<file path="src/rtl/dma_fifo_pkg.sv">
// ============================================================================
//  Module   : dma_fifo_pkg
//  Purpose  : Shared defaults and types for the multi-channel packet FIFO.
//  Revision : 1.0 - initial release
// ============================================================================
`default_nettype none

package dma_fifo_pkg;
   localparam int C_DWIDTH    = 64;
   localparam int C_AWIDTH    = 6;
   localparam int C_NCH       = 4;
   localparam int C_AF_THRESH = 4;

   // Pointer carries one extra wrap bit above the region address.
   typedef logic [C_AWIDTH:0] ptr_t;

   typedef struct packed {
      logic full;
      logic empty;
      logic almost_full;
      ptr_t depth_left;
   } chan_status_t;
endpackage

`default_nettype wire

</file>
<file path="src/rtl/dma_fifo_chan_ptr.sv">
// ============================================================================
//  Module   : dma_fifo_chan_ptr
//  Purpose  : One channel's write/commit/read pointers, bad flag and status.
//  Revision : 1.0 - initial release
// ============================================================================
`default_nettype none

module dma_fifo_chan_ptr
   import dma_fifo_pkg::*;
#(
   parameter int AWIDTH    = C_AWIDTH,
   parameter int AF_THRESH = C_AF_THRESH
) (
   input  logic              clk,
   input  logic              rst,
   input  logic              i_push,
   input  logic              i_eop,
   input  logic              i_drop,
   input  logic              i_pull,
   output logic [AWIDTH-1:0] o_wr_addr,
   output logic [AWIDTH-1:0] o_rd_addr,
   output logic              o_write,
   output logic              o_read,
   output logic              o_drop,
   output chan_status_t      o_status
);
   localparam logic [AWIDTH:0] c_depth = {1'b1, {AWIDTH{1'b0}}};
   localparam logic [AWIDTH:0] c_one   = (AWIDTH+1)'(1);
   localparam logic [AWIDTH:0] c_af    = (AWIDTH+1)'(AF_THRESH);

   logic [AWIDTH:0] r_wr_ptr, r_cm_ptr, r_rd_ptr;
   logic            r_bad;
   logic [AWIDTH:0] w_used, w_depth_left;
   logic            w_full, w_empty, w_discard;

   always_comb begin
      w_used       = r_wr_ptr - r_rd_ptr;
      w_depth_left = c_depth - w_used;
      w_full       = (w_used == c_depth);
      w_empty      = (r_cm_ptr == r_rd_ptr);
      // Any eop that closes a failed, flagged or overflowing packet discards it.
      w_discard    = i_push & i_eop & (w_full | i_drop | r_bad);
      o_write      = i_push & ~w_full & ~w_discard;
      o_read       = i_pull & ~w_empty;
      o_drop       = w_discard;
      o_wr_addr    = r_wr_ptr[AWIDTH-1:0];
      o_rd_addr    = r_rd_ptr[AWIDTH-1:0];
      o_status.full        = w_full;
      o_status.empty       = w_empty;
      o_status.almost_full = (w_depth_left <= c_af);
      o_status.depth_left  = w_depth_left;
   end

   always_ff @(posedge clk) begin
      if (!rst) begin
         r_wr_ptr <= '0;
         r_cm_ptr <= '0;
         r_rd_ptr <= '0;
         r_bad    <= 1'b0;
      end else begin
         if (w_discard) begin
            r_wr_ptr <= r_cm_ptr;
            r_bad    <= 1'b0;
         end else if (o_write) begin
            r_wr_ptr <= r_wr_ptr + c_one;
            if (i_eop)
               r_cm_ptr <= r_wr_ptr + c_one;
         end else if (i_push) begin
            // Only a non-eop push into a full channel lands here.
            r_bad <= 1'b1;
         end
         if (o_read)
            r_rd_ptr <= r_rd_ptr + c_one;
      end
   end
endmodule

`default_nettype wire

</file>
<file path="src/rtl/dma_fifo_mc_pkt.sv">
// ============================================================================
//  Module   : dma_fifo_mc_pkt
//  Purpose  : Multi-channel packet FIFO over a shared external buffer memory.
//  Revision : 1.0 - initial release
// ============================================================================
`default_nettype none

module dma_fifo_mc_pkt
   import dma_fifo_pkg::*;
#(
   parameter int DWIDTH    = C_DWIDTH,
   parameter int AWIDTH    = C_AWIDTH,
   parameter int NCH       = C_NCH,
   parameter int AF_THRESH = C_AF_THRESH,
   localparam int CW       = $clog2(NCH)
) (
   input  logic                     clk,
   input  logic                     rst,
   input  logic                     push,
   input  logic [CW-1:0]            push_ch,
   input  logic                     push_eop,
   input  logic                     push_drop,
   input  logic [DWIDTH-1:0]        data_in,
   input  logic                     pull,
   input  logic [CW-1:0]            pull_ch,
   output logic [DWIDTH-1:0]        data_out,
   output logic                     rvalid,
   output logic [CW-1:0]            rch,
   output logic [NCH-1:0]           full,
   output logic [NCH-1:0]           empty,
   output logic [NCH-1:0]           almost_full,
   output logic [NCH*(AWIDTH+1)-1:0] depth_left,
   output logic                     pkt_dropped,
   output logic                     mem_write,
   output logic [CW+AWIDTH-1:0]     mem_waddr,
   output logic [DWIDTH-1:0]        mem_wdata,
   output logic                     mem_read,
   output logic [CW+AWIDTH-1:0]     mem_raddr,
   input  logic [DWIDTH-1:0]        mem_rdata
);
   logic [NCH-1:0]    w_push_sel, w_pull_sel, w_write, w_read, w_drop;
   logic [AWIDTH-1:0] w_wr_addr [NCH];
   logic [AWIDTH-1:0] w_rd_addr [NCH];
   chan_status_t      w_stat    [NCH];

   logic              r_rvalid;
   logic [CW-1:0]     r_rch;
   logic              r_pkt_dropped;

   for (genvar c = 0; c < NCH; c++) begin : g_chan
      assign w_push_sel[c] = push & (push_ch == CW'(c));
      assign w_pull_sel[c] = pull & (pull_ch == CW'(c));

      dma_fifo_chan_ptr #(
         .AWIDTH    (AWIDTH),
         .AF_THRESH (AF_THRESH)
      ) u_chan (
         .clk       (clk),
         .rst       (rst),
         .i_push    (w_push_sel[c]),
         .i_eop     (push_eop),
         .i_drop    (push_drop),
         .i_pull    (w_pull_sel[c]),
         .o_wr_addr (w_wr_addr[c]),
         .o_rd_addr (w_rd_addr[c]),
         .o_write   (w_write[c]),
         .o_read    (w_read[c]),
         .o_drop    (w_drop[c]),
         .o_status  (w_stat[c])
      );

      assign full[c]        = w_stat[c].full;
      assign empty[c]       = w_stat[c].empty;
      assign almost_full[c] = w_stat[c].almost_full;
      assign depth_left[c*(AWIDTH+1) +: AWIDTH+1] = w_stat[c].depth_left;
   end

   // Strobes are forced low during reset, when pointer state may be unknown.
   assign mem_write = rst & (|w_write);
   assign mem_read  = rst & (|w_read);
   assign mem_waddr = {push_ch, w_wr_addr[push_ch]};
   assign mem_raddr = {pull_ch, w_rd_addr[pull_ch]};
   assign mem_wdata = data_in;

   always_ff @(posedge clk) begin
      if (!rst) begin
         r_rvalid      <= 1'b0;
         r_rch         <= '0;
         r_pkt_dropped <= 1'b0;
      end else begin
         r_rvalid      <= |w_read;
         r_rch         <= pull_ch;
         r_pkt_dropped <= |w_drop;
      end
   end

   // Memory registers its read data, so it lines up with r_rvalid.
   assign data_out    = r_rvalid ? mem_rdata : '0;
   assign rvalid      = r_rvalid;
   assign rch         = r_rch;
   assign pkt_dropped = r_pkt_dropped;

   a_drop_needs_eop : assert property (@(posedge clk) disable iff (!rst)
      (push && push_drop) |-> push_eop);
   a_push_ch_known : assert property (@(posedge clk) disable iff (!rst)
      push |-> !$isunknown(push_ch));
   a_pull_ch_known : assert property (@(posedge clk) disable iff (!rst)
      pull |-> !$isunknown(pull_ch));
endmodule

`default_nettype wire

</file>
<file path="config.mk">
export PLATFORM = sky130hd
export DESIGN_NAME = dma_fifo_mc_pkt
export DESIGN_NICKNAME = d
export VERILOG_FILES = /design/src/rtl/dma_fifo_pkg.sv /design/src/rtl/dma_fifo_chan_ptr.sv /design/src/rtl/dma_fifo_mc_pkt.sv
export SDC_FILE = /design/constraint.sdc
export NUM_CORES = 1
export LEC_CHECK = 0
export BUFFER_PORTS_ARGS = -buffer_cell sky130_fd_sc_hd__buf_2
export CAP_MARGIN = 0
export CORE_AREA = 2 2 129 131
export DETAILED_ROUTE_END_ITERATION = 8
export DIE_AREA = 0 0 131 133
export PLACE_DENSITY = 0.85
export SYNTH_ARGS = -nofsm -noshare
export SYNTH_HDL_FRONTEND = slang
export SYNTH_SLANG_ARGS = --single-unit
</file>
<file path="constraint.sdc">
create_clock -name clk -period 4.05 [get_ports clk]
set_clock_uncertainty 0.15 [all_clocks]
set_input_delay 0.2025 -clock clk [delete_from_list [all_inputs] [get_ports clk]]
set_output_delay 0.2025 -clock clk [all_outputs]
set_load 0.05 [all_outputs]
</file>
After elaboration in Yosys (flattened, before gate mapping)

Index checks and enable logic that the tools add are counted.

Add/sub/neg operators: 16
$lt $le $gt $ge: 6
Multiplexer cells: 15
Bitwise operators: 57
Equal/unequal tests: 14
Reductions and logical operators: 21

Operators with widths:

| kind                  | number |
|---|---|
| $mux W64              | 1 |
| $add A7 B1 Y7 const B | 8 |
| $mux W7               | 8 |
| $and A1 B1 Y1         | 30 |
| $eq A7 B7 Y1          | 4 |
| $eq A7 B7 Y1 const B  | 4 |
| $le A7 B3 Y1 const B  | 4 |
| $sub A7 B7 Y7         | 4 |
| $sub A7 B7 Y7 const A | 4 |
| $bmux W6 S2           | 2 |
| $mux W6               | 4 |
| $not A1 Y1            | 17 |
| $reduce_and A3 Y1     | 4 |
| $reduce_or A4 Y1      | 3 |
| $eq A2 B2 Y1 const B  | 4 |
| $or A1 B1 Y1          | 8 |
| $reduce_and A2 Y1     | 4 |
| $reduce_bool A2 Y1    | 4 |
| $reduce_or A2 Y1      | 4 |
| $ge A3 B3 Y1 const B  | 2 |
| $not A2 Y3            | 2 |
| $eq A2 B1 Y1 const B  | 2 |
| $logic_not A2 Y1      | 2 |

Register bits: 92
Output and inout bits: 190
Logic and storage cells: 148

Longest topological paths before layout

Depth after elaboration: 9
Gate-level depth with buffers: 13

By module

From an unflattened synthesis, not the netlist that was laid out.

Cells, all modules: 987
Area, all modules: 8306.7 sq um

By module, submodules not included:

| module                                   | instances | seq. area each (sq um) | cells each | area each (sq um) |
|---|---|---|---|---|
| dma_fifo_chan_ptr (g_chan[0].u_chan ...) | 2         | 440.4                  | 204        | 1702.9 |
| dma_fifo_chan_ptr (g_chan[2].u_chan)     | 1         | 440.4                  | 205        | 1773.0 |
| dma_fifo_chan_ptr (g_chan[3].u_chan)     | 1         | 440.4                  | 202        | 1682.9 |
| dma_fifo_mc_pkt                          | 1         | 80.1                   | 172        | 1445.1 |

Least setup slack after synthesis

Ideal clock, no wire load.

Path kind: reg2out
From: reg g_chan[2].u_chan.r_rd_ptr[0]
To: out almost_full[2]
Path slack: 269 ps
Stages on the path, launching flop included: 11
Data arrival time: 3428 ps
Cells stage by stage: dfxtp_1 > ha_1 > inv_1 > fa_1 > a21o_1 > a21oi_2 > xnor2_1 > or4_4 > buf_6 > xor2_1 > a21oi_1

Cells in the longest elaborated chain, start to end: 3

RTL lines:

| what                     | line                    | source |
|---|---|---|
| start: declaration       | dma_fifo_chan_ptr.sv:31 | `logic [AWIDTH:0] r_wr_ptr, r_cm_ptr, r_rd_ptr;` |
| start signal: assignment | dma_fifo_chan_ptr.sv:73 | `r_rd_ptr <= r_rd_ptr + c_one;` |
| $sub A7 B7 Y7            | dma_fifo_chan_ptr.sv:37 | `w_used = r_wr_ptr - r_rd_ptr;` |
| $sub A7 B7 Y7            | dma_fifo_chan_ptr.sv:38 | `w_depth_left = c_depth - w_used;` |
| net depth_left[20]       | dma_fifo_mc_pkt.sv:32   | `output logic [NCH*(AWIDTH+1)-1:0] depth_left,` |
| $le A7 B3 Y1             | dma_fifo_chan_ptr.sv:50 | `o_status.almost_full = (w_depth_left <= c_af);` |
| end: declaration         | dma_fifo_mc_pkt.sv:31   | `output logic [NCH-1:0] almost_full,` |

The timed path passes the listed nets, and every way through them passes these cells.

Worst setup path in the final report

From: reg g_chan[2].u_chan.r_rd_ptr[0]
To: out mem_write

Cells in the longest elaborated chain, start to end: 9
Elaborated cells between the ends (all ways): 11

RTL lines:

| what                      | line                    | source |
|---|---|---|
| $sub A7 B7 Y7 *           | dma_fifo_chan_ptr.sv:37 |  |
| $eq A7 B7 Y1 *            | dma_fifo_chan_ptr.sv:39 | `w_full = (w_used == c_depth);` |
| $or A1 B1 Y1 (2 in a row) | dma_fifo_chan_ptr.sv:42 | `w_discard = i_push & i_eop & (w_full \| i_drop \| r_bad);` |
| $and A1 B1 Y1             | dma_fifo_chan_ptr.sv:42 |  |
| $not A1 Y1 (no line)      | --                      |  |
| $and A1 B1 Y1 *           | dma_fifo_chan_ptr.sv:43 | `o_write = i_push & ~w_full & ~w_discard;` |
| $reduce_or A4 Y1 *        | dma_fifo_mc_pkt.sv:79   | `assign mem_write = rst & (\|w_write);` |
| $and A1 B1 Y1 *           | dma_fifo_mc_pkt.sv:79   |  |
| end: declaration          | dma_fifo_mc_pkt.sv:34   | `output logic mem_write,` |

Every way passes the cells marked *; elsewhere a longest branch is shown, timed or not.

==> metrics.cfg <==
[run]
maxCapViolations=0

[cts]
cts_tree=built
cts_hold_buf=0
clock_sinks=92
post_cts_buffers=0
htree_levels=3
clockRootBuffer=clkbuf_16
clk_latency_ns=0.35
clkSlewWorstSetupHoldPaths_ns=0.06
numCtsBuffers=9
clk_path_buf_depth=2

[finish]
fillCellCount=1457
stdcell_area_mm2=0.008666
drive_above_1_share_pct=25.43
final_util_pct=53.59
layout.nets=1219
layoutNonFillerInstCount=1267
final_common_cell=buf_2
syn2layout_area_growth_pct=12.02
final_cell_mix=buf_2, dfxtp_1, and2_1, nor2_1, xnor2_1

[power_and_ir_drop]
ir_drop_mv=0.2217
p_leak_nw=4.061
p_sw_uw=664.0
p_int_mw=1.573
powerDensity_mw_per_mm2=258.1
power_mw=2.237
clock_power_share_pct=40.9
power_frac_comb_pct=18.1
p_sw_share_pct=29.69
seq_power_share_pct=41.0

[floorplanning]
start_util_pct=47.84
rows=47
die_w_um=131
core_mm2=0.01617
dieArea_mm2=0.01742
die_h_um=133
ios=328

[placement]
place_congestion=1.105
port_buffers=199
place_inst=1250
hpwl_mm=23.81
dpl_cell_area_mm2=0.008343

[timing]
tns_ns=0
relSlewSlack_pct=35.87
hold_viol=0
rsz0062_at_grt=no
finalSetupViolations=0
min_period_ns=3.844
drv_slew=0
tightest_slew_ns=0.9546
fmaxAchievable_mhz=260.1
finalCritPeriodShare_pct=94.92

[critical_path]
critPathKind=flip-flop to output port
startpoint_type=flip-flop
worst_ep_arrival_time_ns=3.49
end_kind=output port
cp_max_fo=8
critPathRequiredTime_ns=3.70

[yosys]
ys_async_sr_fraction_pct=0
syn_nets=1107
yosysSeqAreaShare_pct=23.81
yosysWarnings=0
syn_area_per_cell_um2=8.327
synth_top_area_cell=dfxtp_1
syn-cell-area_mm2=0.007736
synth-edff-count=0
netlist_top_cells_area=dfxtp_1, xnor2_1, buf_4
synthCells=929
ys_ff_latch=92
ys_types=75
post-synth-top-area-fraction_pct=23.81
ys.flop_type=dfxtp_1

[global_routing]
grt_pass1_vias=6863
grt_max_degree=66
groute.usage.overall_pct=33.39
antenna_found_initial=5
grt-ovfl-total=0
grt_pass1_wl_mm=42.47

[routing]
totalWireLength_mm=29.56
dr.pass1.iters=5
route.detailed.drc=0
drt_iter0_markers=736
ant_nets=0
vias_per_cell=5.972
vias=7566
avgRoutedWirePerCell_um=23.33

[status]
status=complete, no violations

[worst_hold_path]
hp-class=input port to flip-flop

## area by class of cell
| type | instances | area, µm² | share of cell area, % |
|---|---|---|---|
| inverters | 48 | 180.2 | 2.079 |
| flip-flops and latches | 92 | 1842 | 21.25 |
| multi-input cells | 682 | 4985 | 57.52 |
| well taps | 220 | 275.3 | 3.176 |
| repair buffers | 208 | 1064 | 12.27 |
| clock inverters | 5 | 75.07 | 0.8663 |
| clock buffers | 11 | 242.7 | 2.801 |
| diodes | 1 | 2.502 | 0.02888 |
## per-stage QoR
stage,setup slack (ns),hold WS [ns]
floorplan,0.2690,0.3039
global placement,0.6584,0.2553
detailed placement,0.5551,0.2553
CTS,0.1686,0.1344
global route,0.06464,0.1416
finish,0.2056,0.1440
## power groups by stage
stage / clock [mW] / sequential, mW / combinational [mW]
after CTS: 0.920 / 0.916 / 0.399
final: 0.915 / 0.916 / 0.406
after floorplan: 0 / 0.940 / 0.445
after global placement: 0 / 0.936 / 0.395
after global routing: 0.953 / 0.916 / 0.422
after detailed placement: 0 / 0.937 / 0.397
## flip-flops by register name, indices dropped and copies added, names as in the netlist
name                    cells
rch                         2
g_chan.u_chan.r_wr_ptr     28
g_chan.u_chan.r_cm_ptr     28
rvalid                      1
pkt_dropped                 1
g_chan.u_chan.r_rd_ptr     28
g_chan.u_chan.r_bad         4
## cell usage after synthesis (4+ instances only)
library cell / number
dfxtp_1: 92
and2_1: 79
buf_4: 77
nor2_1: 73
xnor2_1: 70
nand2_1: 66
inv_1: 47
a21oi_1: 38
xor2_1: 38
ha_1: 36
o21ai_0: 26
clkbuf_1: 23
nand3_1: 23
mux2i_1: 21
and3_1: 18
a221o_1: 17
nand4_1: 14
mux4_2: 12
nor3_1: 11
nor4_1: 11
nor3b_1: 9
o31ai_1: 8
a21o_1: 7
nand3b_1: 7
a211oi_1: 6
nand2b_1: 6
a22oi_1: 5
or2_2: 5
a31o_2: 4
fa_1: 4
o211ai_1: 4
or4_1: 4
## worst max-delay path: stages, from the launching register on
cell	delay, ns
dfxtp_1	0.46
ha_1	0.23
inv_1	0.06
fa_1	0.44
a21o_1	0.20
a21oi_2	0.14
xnor2_1	0.15
or4_4	0.67
nor2_2	0.18
nor2b_1	0.07
o31a_1	0.30
buf_2	0.22
## path summary, 6_finish.rpt
| path | startpoint | endpoint | slack [ns] | cells past startpoint |
|---|---|---|---|---|
| worst max-delay path | g_chan[2].u_chan.r_rd_ptr[0] | mem_write | 0.21 | 11 |
| worst min-delay path | pull_ch[0] | rch[0] | 0.14 | 2 |
| worst max register to register | g_chan[1].u_chan.r_rd_ptr[0] | pkt_dropped | 0.51 | 10 |
| worst min register to register | g_chan[2].u_chan.r_wr_ptr[6] | g_chan[2].u_chan.r_wr_ptr[6] | 0.33 | 2 |
## cell families (layout without fill, tap and decap cells)
kind of cell	after synthesis	in the layout	synth area share, %
AND/OR/NAND/NOR	349	349	24.28
buffers and inverters	155	272	11.79
AO/OA/AOI/OAI	150	150	14.48
XOR/XNOR	109	109	12.44
flip-flops	92	92	23.81
adder cells (fa/ha/maj)	40	40	6.858
multiplexers	34	34	6.356
other	0	1	0
## layer usage
metal | global-route usage, % | routed length (µm)
met1 | 39.45 | 10410
met3 | 12.78 | 4213
met4 | 17.73 | 1914
met5 | 0 | 25
met2 | 52.04 | 13000
## repair_timing
item | CTS | global route
endpoints found under the hold margin | 0 | 0
setup endpoints to repair | 0 | 1
resized for setup | 0 | 1
Note: power is estimated with default switching activity, not from simulation.
